==> config.mk <==
export PLATFORM = sky130hd
export DESIGN_NAME = tx_frame_arbiter_flat
export DESIGN_NICKNAME = d
export VERILOG_FILES = /design/src/rtl/tx_frame_arbiter_if.sv /design/src/rtl/tx_frame_arbiter.sv /design/src/flat_wrapper.sv
export SDC_FILE = /design/constraint.sdc
export NUM_CORES = 1
export LEC_CHECK = 0
export ABC_AREA = 1
export CAP_MARGIN = 40
export CORE_AREA = 2 2 266 268
export CTS_CLUSTER_DIAMETER = 100
export DETAILED_ROUTE_END_ITERATION = 8
export DIE_AREA = 0 0 268 270
export SYNTH_ARGS = -nofsm -noshare
export SYNTH_HDL_FRONTEND = slang
export SYNTH_SLANG_ARGS = --single-unit
export TNS_END_PERCENT = 10
==> constraint.sdc <==
create_clock -name clk -period 3.8 [get_ports clk]
set_clock_uncertainty 0.2 [all_clocks]
set_input_delay 0.95 -clock clk [delete_from_list [all_inputs] [get_ports clk]]
set_output_delay 0.95 -clock clk [all_outputs]
set_load 0.02 [all_outputs]
==> src/rtl/tx_frame_arbiter_if.sv <==
// tx_frame_arbiter_if
//   Bundles the frame-source request bus and the transmitter control lines
//   that surround tx_frame_arbiter.
//   master : arbiter view (takes requests and stuffsend, drives transmitter
//            controls and the per-source completion pulses)
//   slave  : environment view (sources plus transmitter)
//   req/req_size/req_bits : NREQ sources, size 4 bits and data 128 bits each
//   stuffsend             : transmitter busy-on-line indication
//   tf/framesize/framebits: transmitter start and latched frame
//   ack/err/busy/grant_id : completion pulse, failure flag, status, grant index
interface tx_frame_arbiter_if #(
    parameter int unsigned NREQ = 4
);
    localparam int unsigned IW = $clog2(NREQ);

    logic [NREQ-1:0]       req;
    logic [4*NREQ-1:0]     req_size;
    logic [128*NREQ-1:0]   req_bits;
    logic                  stuffsend;
    logic                  tf;
    logic [3:0]            framesize;
    logic [127:0]          framebits;
    logic [NREQ-1:0]       ack;
    logic                  err;
    logic                  busy;
    logic [IW-1:0]         grant_id;

    modport master (
        input  req, req_size, req_bits, stuffsend,
        output tf, framesize, framebits, ack, err, busy, grant_id
    );

    modport slave (
        output req, req_size, req_bits, stuffsend,
        input  tf, framesize, framebits, ack, err, busy, grant_id
    );
endinterface

==> src/rtl/tx_frame_arbiter.sv <==
// tx_frame_arbiter
//   Round-robin sharing of one serial frame transmitter among NREQ sources.
//   Latches the winner's size/data, drives tf until the transmitter raises
//   stuffsend (or a start timeout expires), then pulses ack (with err on
//   zero-size reject or start abort) and enforces an idle gap.
//   clk, rst_n : clock, asynchronous active-low reset
//   bus        : tx_frame_arbiter_if master modport (requests + transmitter)
module tx_frame_arbiter #(
    parameter int unsigned NREQ          = 4,
    parameter int unsigned GAP_CYCLES    = 2,
    parameter int unsigned START_TIMEOUT = 8
) (
    input  logic               clk,
    input  logic               rst_n,
    tx_frame_arbiter_if.master bus
);
    localparam int unsigned IW = $clog2(NREQ);
    localparam int unsigned TW = (START_TIMEOUT > 0) ? $clog2(START_TIMEOUT + 1) : 1;
    localparam int unsigned GW = (GAP_CYCLES > 0) ? $clog2(GAP_CYCLES + 1) : 1;
    localparam logic [TW-1:0] TMAX = TW'(START_TIMEOUT);
    localparam logic [GW-1:0] GMAX = GW'(GAP_CYCLES);

    typedef enum logic [1:0] {IDLE, LAUNCH, WAIT, GAP} state_t;

    state_t          state_q, state_n;
    logic            tf_q, tf_n;
    logic [3:0]      size_q, size_n;
    logic [127:0]    bits_q, bits_n;
    logic [NREQ-1:0] ack_q, ack_n;
    logic            err_q, err_n;
    logic            busy_q, busy_n;
    logic [IW-1:0]   gid_q, gid_n;
    logic [IW-1:0]   rr_q, rr_n;
    logic [TW-1:0]   tcnt_q, tcnt_n;
    logic [GW-1:0]   gcnt_q, gcnt_n;

    // Round-robin search: first set req bit at or after rr_q, wrapping.
    logic            found;
    logic [IW-1:0]   win;
    logic [IW:0]     pos;
    logic [IW:0]     win_inc;
    logic [3:0]      win_size;
    logic [127:0]    win_bits;

    always_comb begin
        found = 1'b0;
        win   = '0;
        pos   = '0;
        for (int unsigned i = 0; i < NREQ; i++) begin
            pos = {1'b0, rr_q} + (IW+1)'(i);
            if (pos >= (IW+1)'(NREQ)) begin
                pos = pos - (IW+1)'(NREQ);
            end
            if (!found && bus.req[pos[IW-1:0]]) begin
                found = 1'b1;
                win   = pos[IW-1:0];
            end
        end
        win_inc = {1'b0, win} + (IW+1)'(1);
        if (win_inc == (IW+1)'(NREQ)) begin
            win_inc = '0;
        end
        win_size = bus.req_size[{win, 2'b00} +: 4];
        win_bits = bus.req_bits[{win, 7'b0000000} +: 128];
    end

    always_comb begin
        state_n = state_q;
        tf_n    = 1'b0;
        size_n  = size_q;
        bits_n  = bits_q;
        ack_n   = '0;
        err_n   = 1'b0;
        gid_n   = gid_q;
        rr_n    = rr_q;
        tcnt_n  = tcnt_q;
        gcnt_n  = gcnt_q;
        case (state_q)
            IDLE: begin
                if (!bus.stuffsend && found) begin
                    gid_n  = win;
                    rr_n   = win_inc[IW-1:0];
                    size_n = win_size;
                    bits_n = win_bits;
                    tcnt_n = '0;
                    gcnt_n = '0;
                    if (win_size == 4'd0) begin
                        ack_n[win] = 1'b1;
                        err_n      = 1'b1;
                        state_n    = GAP;
                    end else begin
                        state_n = LAUNCH;
                    end
                end
            end
            LAUNCH: begin
                // stuffsend takes priority over an expiring timeout
                if (bus.stuffsend) begin
                    state_n = WAIT;
                end else if (tcnt_q == TMAX) begin
                    ack_n[gid_q] = 1'b1;
                    err_n        = 1'b1;
                    state_n      = GAP;
                end else begin
                    tcnt_n = tcnt_q + TW'(1);
                    tf_n   = 1'b1;
                end
            end
            WAIT: begin
                if (!bus.stuffsend) begin
                    ack_n[gid_q] = 1'b1;
                    state_n      = GAP;
                end
            end
            GAP: begin
                if (gcnt_q == GMAX) begin
                    state_n = IDLE;
                end else begin
                    gcnt_n = gcnt_q + GW'(1);
                end
            end
            default: state_n = IDLE;
        endcase
        busy_n = (state_n != IDLE);
    end

    always_ff @(posedge clk or negedge rst_n) begin
        if (!rst_n) begin
            state_q <= IDLE;
            tf_q    <= 1'b0;
            size_q  <= '0;
            bits_q  <= '0;
            ack_q   <= '0;
            err_q   <= 1'b0;
            busy_q  <= 1'b0;
            gid_q   <= '0;
            rr_q    <= '0;
            tcnt_q  <= '0;
            gcnt_q  <= '0;
        end else begin
            state_q <= state_n;
            tf_q    <= tf_n;
            size_q  <= size_n;
            bits_q  <= bits_n;
            ack_q   <= ack_n;
            err_q   <= err_n;
            busy_q  <= busy_n;
            gid_q   <= gid_n;
            rr_q    <= rr_n;
            tcnt_q  <= tcnt_n;
            gcnt_q  <= gcnt_n;
        end
    end

    assign bus.tf        = tf_q;
    assign bus.framesize = size_q;
    assign bus.framebits = bits_q;
    assign bus.ack       = ack_q;
    assign bus.err       = err_q;
    assign bus.busy      = busy_q;
    assign bus.grant_id  = gid_q;
endmodule
==> src/flat_wrapper.sv <==
// flat-port wrapper written by rule: the top's interface ports become plain ports
module tx_frame_arbiter_flat 
#(
    parameter int unsigned NREQ          = 4,
    parameter int unsigned GAP_CYCLES    = 2,
    parameter int unsigned START_TIMEOUT = 8
)
  (clk, rst_n, bus_req, bus_req_size, bus_req_bits, bus_stuffsend, bus_tf, bus_framesize, bus_framebits, bus_ack, bus_err, bus_busy, bus_grant_id);
  tx_frame_arbiter_if #(.NREQ(NREQ)) bus_i ();
  input  logic clk;
  input  logic rst_n;
  input wire logic [$bits(bus_i.req)-1:0] bus_req;
  input wire logic [$bits(bus_i.req_size)-1:0] bus_req_size;
  input wire logic [$bits(bus_i.req_bits)-1:0] bus_req_bits;
  input wire logic [$bits(bus_i.stuffsend)-1:0] bus_stuffsend;
  output wire logic [$bits(bus_i.tf)-1:0] bus_tf;
  output wire logic [$bits(bus_i.framesize)-1:0] bus_framesize;
  output wire logic [$bits(bus_i.framebits)-1:0] bus_framebits;
  output wire logic [$bits(bus_i.ack)-1:0] bus_ack;
  output wire logic [$bits(bus_i.err)-1:0] bus_err;
  output wire logic [$bits(bus_i.busy)-1:0] bus_busy;
  output wire logic [$bits(bus_i.grant_id)-1:0] bus_grant_id;
  assign bus_i.req = bus_req;
  assign bus_i.req_size = bus_req_size;
  assign bus_i.req_bits = bus_req_bits;
  assign bus_i.stuffsend = bus_stuffsend;
  assign bus_tf = bus_i.tf;
  assign bus_framesize = bus_i.framesize;
  assign bus_framebits = bus_i.framebits;
  assign bus_ack = bus_i.ack;
  assign bus_err = bus_i.err;
  assign bus_busy = bus_i.busy;
  assign bus_grant_id = bus_i.grant_id;
  tx_frame_arbiter #(.NREQ(NREQ), .GAP_CYCLES(GAP_CYCLES), .START_TIMEOUT(START_TIMEOUT)) u_core (.clk(clk), .rst_n(rst_n), .bus(bus_i));
endmodule
== After elaboration in Yosys (flattened, before gate mapping) ==
Index checks and enable logic that the tools add are counted.

* Equality and inequality tests: 10
* Shift-type cells: 2
* Multiplexer cells: 53
* Order comparisons: 12
* $add $sub $neg: 10
* Reduce and logical (&&, ||, !) cells: 18

{| class="wikitable"
|+ Operators by type and width
! operator !! number
|-
| variable part select 512 x 10 -> 128 bit || 1
|-
| two-way mux 2 bit || 17
|-
| two-way mux 4 bit || 8
|-
| < comparator 2 x 3 -> 1 bit (second input constant) || 6
|-
| two-way mux 1 bit || 17
|-
| variable part select 16 x 5 -> 4 bit || 1
|-
| one-hot mux 4 bit (3 select lines) || 1
|-
| >= comparator 3 bit (second input constant) || 3
|-
| binary-select mux 1 bit (select 2 bit) || 4
|-
| one-hot mux 2 bit (4 select lines) || 1
|-
| one-hot mux 4 bit (2 select lines) || 1
|-
| subtractor 2 x 1 -> 2 bit (second input constant) || 4
|-
| adder 2 x 1 -> 3 bit (second input constant) || 2
|-
| adder 2 x 2 -> 3 bit (second input constant) || 2
|-
| == test 2 bit (second input constant) || 3
|-
| logical AND 1 bit || 6
|-
| inequality test 2 bit (second input constant) || 3
|-
| nonzero test 2 bit || 3
|-
| adder 4 x 1 -> 4 bit (second input constant) || 1
|-
| demux 1 bit (select 2 bit) || 2
|-
| == test 4 bit (second input constant) || 1
|-
| >= comparator 2 x 1 -> 1 bit (second input constant) || 2
|-
| logical NOT 1 bit || 4
|-
| logical NOT 4 bit || 1
|-
| other kinds (11) || 11
|}

* Logic and storage cells: 116
* Register bits after elaboration: 151
* Output and inout port bits: 141
* Bits of input ports: 535

== Logic depth before layout (Yosys ltp) ==
Gate-level depths: netlist of the first run.

* Depth after elaboration: 21
* Gate-level depth with buffers: 19
* Mapped depth without buffers: 17

== Worst setup path after synthesis of the first run ==
Ideal clock, no wire load.

* Path type: input-to-reg
* Start point: input bus_req[3]
* End point: register u_core.rr_q[1]
* Buffers on the path: 2
* Slack: 1,044 ps
* Stages: 13
* Arrival time: 2,423 ps
* Library setup time: 134 ps
* Data required time: 3,466 ps
* Path through: inv_1 > nand2_1 > nand3_1 > nand2_2 > nor2_4 > nand3_4 > nand3_4 > inv_2 > buf_4 > buf_2 > ha_1 > nand2_1 > o21ai_0

* Word-level cells in the longest chain between the ends: 15
* Elaborated cells between the ends (all ways): 27
* Classes of those cells: 1 x add/sub; 1 x eq/ne; 17 x mux; 8 x reduce/logical

{| class="wikitable"
|+ RTL lines
! item !! RTL line !! RTL
|-
| start, declared || flat_wrapper.sv:12 || <nowiki>input wire logic [$bits(bus_i.req)-1:0] bus_req;</nowiki>
|-
| binary-select mux 1 bit (select 2 bit) || tx_frame_arbiter.sv:54 || <nowiki>if (!found && bus.req[pos[IW-1:0]]) begin</nowiki>
|-
| two-way mux 1 bit (not written as such) || tx_frame_arbiter.sv:54 ||
|-
| two-way mux 1 bit || tx_frame_arbiter.sv:54 ||
|-
| logical NOT 1 bit || tx_frame_arbiter.sv:54 ||
|-
| logical AND 1 bit || tx_frame_arbiter.sv:54 ||
|-
| two-way mux 1 bit || tx_frame_arbiter.sv:54 ||
|-
| logical NOT 1 bit || tx_frame_arbiter.sv:54 ||
|-
| logical AND 1 bit || tx_frame_arbiter.sv:54 ||
|-
| two-way mux 1 bit || tx_frame_arbiter.sv:54 ||
|-
| logical NOT 1 bit || tx_frame_arbiter.sv:54 ||
|-
| logical AND 1 bit || tx_frame_arbiter.sv:54 ||
|-
| two-way mux 2 bit * || tx_frame_arbiter.sv:54 ||
|-
| named net u_core.win[0] || tx_frame_arbiter.sv:39 || <nowiki>logic [IW-1:0] win;</nowiki>
|-
| adder 2 x 1 -> 3 bit * || tx_frame_arbiter.sv:59 || <nowiki>win_inc = {1'b0, win} + (IW+1)'(1);</nowiki>
|-
| == test 3 bit || tx_frame_arbiter.sv:60 || <nowiki>if (win_inc == (IW+1)'(NREQ)) begin</nowiki>
|-
| two-way mux 2 bit * || tx_frame_arbiter.sv:60 ||
|-
| named net u_core.win_inc[1] || tx_frame_arbiter.sv:41 || <nowiki>logic [IW:0] win_inc;</nowiki>
|-
| end signal, assigned || tx_frame_arbiter.sv:149 || <nowiki>rr_q <= rr_n;</nowiki>
|-
| end, declared || tx_frame_arbiter.sv:33 || <nowiki>logic [IW-1:0] rr_q, rr_n;</nowiki>
|}

The timed path passes the listed nets; every way through them passes the cells marked *. The select of a mux whose other input is x is not followed.
A chain may end at the register's enable or synchronous reset.

== Final worst setup path of the first run ==
* Start point: input bus_req[3]
* End point: register u_core.bits_q[5], in the netlist u_core.bus.framebits[5]

* Word-level cells in the longest chain between the ends: 14
* Elaborated cells between the ends (all ways): 25
* Classes of those cells: 1 x shift; 16 x mux; 8 x reduce/logical

{| class="wikitable"
|+ RTL lines
! item !! RTL line !! RTL
|-
| parallel branches: the longest is 14 deep, another holds binary-select mux 1 bit (select 2 bit) || -- ||
|-
| end signal, assigned || tx_frame_arbiter.sv:144 || <nowiki>bits_q <= bits_n;</nowiki>
|-
| end, declared || tx_frame_arbiter.sv:28 || <nowiki>logic [127:0] bits_q, bits_n;</nowiki>
|}

Several ways; the timed one is not identified. The select of a mux whose other input is x is not followed.

==> results of run 1 <==
==> flip-flops by register name, indices dropped and copies added, names as in the netlist <==
signal / cells
u_core.bus.err: 1
u_core.gcnt_q: 2
u_core.bus.framesize: 4
u_core.bus.framebits: 128
u_core.bus.busy: 1
u_core.bus.tf: 1
u_core.bus.grant_id: 2
u_core.bus.ack: 4
u_core.tcnt_q: 4
u_core.rr_q: 2
u_core.state_q: 2
==> where the power goes <==
part	total [mW]	internal [mW]	switching, mW	leakage, nW
combinational	13.1	5.78	7.36	5.20
clock	1.78	0.995	0.789	0.278
sequential	2.89	2.40	0.485	1.79
total	17.8	9.18	8.64	7.27
==> worst register-to-register path, cell delays in order, from the launching register on <==
cell and delay (ns):
dfrtp_1 0.61, inv_6 0.11, nand2_2 0.08, nand2_2 0.09
nand2_2 0.09, nand2_2 0.07, nor2_4 0.14, nand3_4 0.16
nand3_4 0.19, inv_6 0.09, buf_12 0.18, buf_4 0.31
o21ai_0 0.19, nand3_1 0.11, o21a_1 0.11
==> cell families (layout without fill, tap and decap cells) <==
logic type / Yosys count / count (layout) / synth area share (%)
fa+ha+maj: 12 / 12 / 1.49
mux: 57 / 57 / 5.65
simple gates: 524 / 524 / 25.0
buf+inv: 146 / 814 / 7.01
flops: 151 / 151 / 37.4
other cells: 0 / 7 / 0
compound gates: 355 / 355 / 23.4
==> cell usage in the layout, fill, tap and decap left out, types with 23 or more instances in the layout <==
cell type	synthesis	final
clkdlybuf4s50_1	0	674
dfrtp_1	151	151
nor2_1	148	148
o21ai_0	140	140
nand2_1	120	117
nand3_1	100	100
o21a_1	72	72
o211ai_1	71	71
or2_1	59	59
mux2i_1	57	57
o221ai_1	57	57
or2_0	46	46
buf_4	4	45
inv_1	38	38
or2_2	23	23
==> routing by layer <==
| metal | global-route usage [%] | part of all wire [%] | vias up |
|---|---|---|---|
| met2 | 25.7 | 50 | 546 |
| met1 | 16.2 | 39 | 5538 |
| li1 | - | - | 5685 |
| met3 | 5.18 | 8.6 | 69 |
| met4 | 5.95 | 2.2 | 10 |
| met5 | 0 | 0.12 | - |
==> Yosys cell counts, types with 2 or more instances <==
master / instances
nand3_4: 2
a21oi_1: 8
clkbuf_1: 37
or2_0: 46
inv_2: 5
or2_2: 23
nand4_1: 8
o221ai_1: 57
nor2_1: 148
buf_4: 4
clkbuf_2: 2
buf_6: 11
inv_1: 38
nor2_4: 3
nand2_2: 11
nand3_1: 100
ha_1: 12
or2_1: 59
buf_2: 43
buf_1: 5
o22ai_1: 3
dfrtp_1: 151
mux2i_1: 57
o21ai_0: 140
o211ai_1: 71
o21a_1: 72
nand2_1: 120
==> through the flow <==
stage / std cells / hold WS, ns / worst slack [ns] / util [%]
finish: 2860 / 0.164 / 0.693 / 27.1
global placement: 2823 / 0.271 / 0.278 / 26.2
global route: 2860 / 0.142 / 0.570 / 27.1
CTS: 2853 / 0.126 / 0.786 / 27.1
detailed placement: 2823 / 0.276 / 0.252 / 26.2
floorplan: 1245 / 0.307 / 1.04 / -
==> layout make-up <==
class | count | area, µm² | area share, %
Inverter | 44 | 175 | 0.930
Multi-Input combinational cell | 948 | 5620 | 29.8
Tap cell | 940 | 1180 | 6.24
Antenna cell | 7 | 17.5 | 0.0930
Clock buffer | 19 | 453 | 2.40
Sequential cell | 151 | 3780 | 20.1
Timing Repair Buffer | 740 | 7500 | 39.8
Clock inverter | 11 | 124 | 0.657
==> final timing paths <==
kind | startpoint | end
max | bus_req[3] | u_core.bus.framebits[5]$_DFFE_PN0P_
max in group asynchronous | rst_n | u_core.bus.framebits[99]$_DFFE_PN0P_
min in group clk | u_core.bus.framebits[99]$_DFFE_PN0P_ | u_core.bus.framebits[99]$_DFFE_PN0P_
min reg2reg | u_core.bus.framebits[99]$_DFFE_PN0P_ | u_core.bus.framebits[99]$_DFFE_PN0P_
min | rst_n | u_core.bus.framebits[47]$_DFFE_PN0P_
max reg2reg | u_core.rr_q[0]$_DFFE_PN0P_ | u_core.bus.framebits[5]$_DFFE_PN0P_
==> qor.csv, run 1 <==
metric,value,unit
crit_slowest_cell,clkdlybuf4s50_1,
synth_area_leaders,"dfrtp_1 37%, o21ai_0 6.9%, mux2i_1 5.7%",
fin_crit_sh,81.8,%
rsz0062_at_grt,false,
final_layout_size_suffix_gt1_share,7.63,%
regToRegSetupSlack,0.96,ns
dp_hpwl,44600,µm
fill_cells,7534,
drv_slew,0,
grt_pass1_wl,78400,µm
core_area,69500,µm²
ctsResizeCount,0,
reg2reg_depth,14,
postLayoutCellArea,18800,µm²
arrival,3.26,ns
grt_util_all_layers,14.8,%
cap_violations,0,
synth_warnings,0,
min_path_type,primary input to async pin,
cts_buffer_depth,2,
yosys.cell_types.count,36,
critical_path.top_delay_family,buffers and inverters,
hold_viol,0,
num_rows,97,
start_kind,primary input,
routabilityCongestion,0.837,
grt_max_degree,71,
synth_edf_count,0,
crit_fanout,55,
clock-sinks,151,
p_leak,7.27,nW
drt-initial-drc-count,600,
wl_per_cell,19.3,µm
avgSynthCellArea,8.11,µm²
cts_root_buf,clkbuf_16,
cts_tree,done,
power.density,946,nW/µm²
nets,2449,
start_util,14.5,%
max_stage_delay,0.42,ns
area_growth,86.7,%
syn_nets,1792,
cts_buffers,17,
vdd_ir_drop_max,0.565,mV
vias,11848,
ys.flop_type,dfrtp_1,
worstPathRequired,3.95,ns
postCtsSetupBuffers,0,
io_buffers,675,
netlist_area,10100,µm²
dieArea,72400,µm²
crit_type,primary input to flop,
critical_path_buf_inv_count,5,
syn-instance-count,1245,
async_flop_share,100,%
clk_pin_slew_worst_paths,0.07,ns
first_pass_iters,5,
vias_per_cell,4.14,
critPathCaptureType,flop,
antenna_found_initial,20,
status,"complete, no violations",
synth_top_cell_area_share,37.4,%
placed_area,18200,µm²
insertion_delay,0.47,ns
power,17.8,mW
gr-total-overflow,0,
slew_headroom,65.5,%
path_cells,clkdlybuf4s50_1 -> inv_1 -> nand2_1 -> nand3_1 -> nand2_2 -> nor2_4 -> nand3_4 -> nand3_4 -> inv_6 -> buf_12 -> buf_4 -> o21ai_0 -> nand3_1 -> o21a_1,
ys_ff_latch,151,
ctsHoldBuffers,0,
period_needed,3.11,ns
yosysTopAreaCell,dfrtp_1,
fp.dieW,268,µm
drtAntennaViolNets,0,
drc,0,
worst_pin_slew,0.513,ns
drt_wl_total,55200,µm
crit_cells,14,
setup_viol,0,
grt_pass1_vias,11830,
seq_area_frac_synth,37.4,%
htree_levels,4,
fmax,322,MHz
ios,676,
timing.setup.tns,0,ns
die_y,270,µm
Note: power is estimated with default switching activity, not from simulation.
==> run 2, diff against run 1 <==
--- a/config.mk
+++ b/config.mk
@@ -7,10 +7,10 @@
 export LEC_CHECK = 0
 export ABC_AREA = 1
 export CAP_MARGIN = 40
-export CORE_AREA = 2 2 266 268
+export CORE_AREA = 2 2 261 263
 export CTS_CLUSTER_DIAMETER = 100
 export DETAILED_ROUTE_END_ITERATION = 8
-export DIE_AREA = 0 0 268 270
+export DIE_AREA = 0 0 263 265
 export SYNTH_ARGS = -nofsm -noshare
 export SYNTH_HDL_FRONTEND = slang
 export SYNTH_SLANG_ARGS = --single-unit
==> constraint.sdc (replaced) <==
create_clock -name clk -period 3.1 [get_ports clk]
set_clock_uncertainty 0.2 [all_clocks]
set_input_delay 0.775 -clock clk [delete_from_list [all_inputs] [get_ports clk]]
set_output_delay 0.775 -clock clk [all_outputs]
set_load 0.02 [all_outputs]
==> run 2 against run 1 <==
  * Total power up 29%
  * Global-route usage is 1.8 points higher
  * Core utilization increased by 1.6 points
  * Combinational power up 32%
  * Non-clock buffer count rose by 50
  * Register-to-register slack got worse by 0.75 ns
  * Cell area rose by 1.9%
  * Critical endpoint is now u_core.bus.framebits[13]$_DFFE_PN0P_
==> qor.csv, run 2 (same netlist as run 1, synthesis figures left out) <==
metric,value,unit
status,"complete, no violations",
cts_root_buf,clkbuf_16,
largest_reg_flops,128,
power.density,1200,nW/µm²
p_seq_share,15.5,%
p_sw,11.0,mW
fp.dieW,263,µm
period_needed,2.96,ns
swShare,47.5,%
setup_viol,0,
reg2reg_to,u_core.bus.framebits[13]$_DFFE_PN0P_,
hold_slack,0.0779,ns
crit_slowest_cell,clkdlybuf4s50_1,
routabilityCongestion,0.957,
dp_hpwl,48400,µm
path_cells,clkdlybuf4s50_1 -> inv_1 -> nand2_1 -> nand2_1 -> nand2_1 -> nand2_1 -> nand2_1 -> nand3_2 -> nand3_4 -> buf_12 -> inv_6 -> buf_12 -> buf_4 -> o21ai_0 -> nand3_1 -> o21a_1,
drt_wl_total,59200,µm
area_growth,90.2,%
final_cell_mix,"673 x clkdlybuf4s50_1, 151 x dfrtp_1, 148 x nor2_1",
drt-initial-drc-count,795,
final_layout_size_suffix_gt1_share,10.0,%
first_pass_iters,5,
reg2reg_depth,15,
crit_type,primary input to flop,
htree_levels,4,
io_buffers,675,
dieArea,69700,µm²
num_rows,95,
cp_common_cell,nand2_1,
max_stage_delay,0.48,ns
startpoint,bus_req[2],
antenna_found_initial,20,
gr-total-overflow,0,
cts_buffer_depth,2,
layout_commonest_cell,clkdlybuf4s50_1,
min_path_type,primary input to async pin,
fmax,338,MHz
start_util,15.1,%
clock-sinks,151,
ios,676,
vias,12406,
crit_fanout,49,
start_kind,primary input,
cts_tree,done,
critical_path.top_delay_family,buffers and inverters,
postCtsSetupBuffers,0,
clk_pin_slew_worst_paths,0.07,ns
vdd_ir_drop_max,0.630,mV
crit_cells,16,
p_int,12.1,mW
clockPowerShare,9.3,%
die_y,265,µm
regToRegSetupSlack,0.21,ns
drc,0,
slew_headroom,59.7,%
rsz0062_at_grt,false,
arrival,3.13,ns
core_area,66800,µm²
grt_max_degree,51,
pwr-share-comb,75.2,%
critical_path_buf_inv_count,6,
drtAntennaViolNets,0,
critPathCaptureType,flop,
fill_cells,7015,
grt_pass1_wl,85400,µm
cts_buffers,17,
nets,2499,
p_leak,7.52,nW
drv_slew,0,
insertion_delay,0.48,ns
worstPathRequired,3.27,ns
worst_pin_slew,0.604,ns
power,23.1,mW
grt_util_all_layers,16.6,%
vias_per_cell,4.37,
regToRegStartpoint,u_core.rr_q[0]$_DFFE_PN0P_,
grt_pass1_vias,12967,
cap_violations,0,
ctsResizeCount,0,
fin_crit_sh,95.5,%
hold_viol,0,
ctsHoldBuffers,0,
wl_per_cell,20.8,µm
critPathCapture,u_core.bus.framebits[13]$_DFFE_PN0P_,
-- run 2: changes by cell type in the layout (fill, tap and decap cells not counted) --
cell / before / now
buf_4: 45 / 89
buf_12: 20 / 27
diode_2: 7 / 4
inv_6: 4 / 7
clkbuf_1: 0 / 2
clkbuf_8: 3 / 1
clkinv_2: 3 / 1
buf_6: 0 / 1
bufinv_16: 2 / 1
clkdlybuf4s50_1: 674 / 673
clkinvlp_4: 3 / 4
-- run 2: power by group through the flow --
stage                     registers [mW]  logic [mW]  clock network (mW)
after floorplan                     4.51        8.87                   0
after global placement              3.58        17.1                   0
after detailed placement            3.59        17.4                   0
after CTS                           3.59        17.4                2.25
after global routing                3.70        18.8                2.31
final                               3.58        17.3                2.14
-- run 2: worst min path at each step --
stage	cells past startpoint	start	end
floorplan	0	rst_n	u_core.bus.ack[0]$_DFF_PN0_
CTS	1	rst_n	u_core.bus.framebits[66]$_DFFE_PN0P_
detailed placement	2	u_core.bus.framesize[0]$_DFFE_PN0P_	u_core.bus.framesize[0]$_DFFE_PN0P_
finish	1	rst_n	u_core.bus.framebits[66]$_DFFE_PN0P_
global placement	2	u_core.bus.framesize[0]$_DFFE_PN0P_	u_core.bus.framesize[0]$_DFFE_PN0P_
global route	1	rst_n	u_core.bus.framebits[66]$_DFFE_PN0P_
-- run 2: area by class of cell --
type / count / area, µm² / share of cell area (%)
Antenna cell: 4 / 10.0 / 0.0521
Clock buffer: 20 / 447 / 2.33
Clock inverter: 12 / 118 / 0.613
Inverter: 44 / 175 / 0.913
Multi-Input combinational cell: 948 / 5620 / 29.3
Sequential cell: 151 / 3780 / 19.7
Tap cell: 873 / 1090 / 5.69
Timing Repair Buffer: 790 / 7960 / 41.5
-- run 2: routing by layer --
| layer | track usage [%] | part of all wire (%) | vias up |
|---|---|---|---|
| met3 | 4.77 | 7.8 | 79 |
| met1 | 18.2 | 38 | 5926 |
| met4 | 7.03 | 3.0 | 8 |
| met5 | 0 | 0.096 | - |
| met2 | 29.8 | 51 | 606 |
| li1 | - | - | 5787 |
-- run 2: stage by stage --
stage          setup slack, ns  instance area [µm²]  TNS (ns)  util, %  instances
2_1_floorplan            0.519                10100         0        -       1245
3_3_place_gp            -0.280                18600    -16.92     27.9       2806
3_5_place_dp            -0.275                18600    -19.06     27.9       2806
4_1_cts                  0.263                19200         0     28.7       2838
5_1_grt                 0.0103                19200         0     28.7       2842
6_report                 0.139                19200         0     28.7       2842
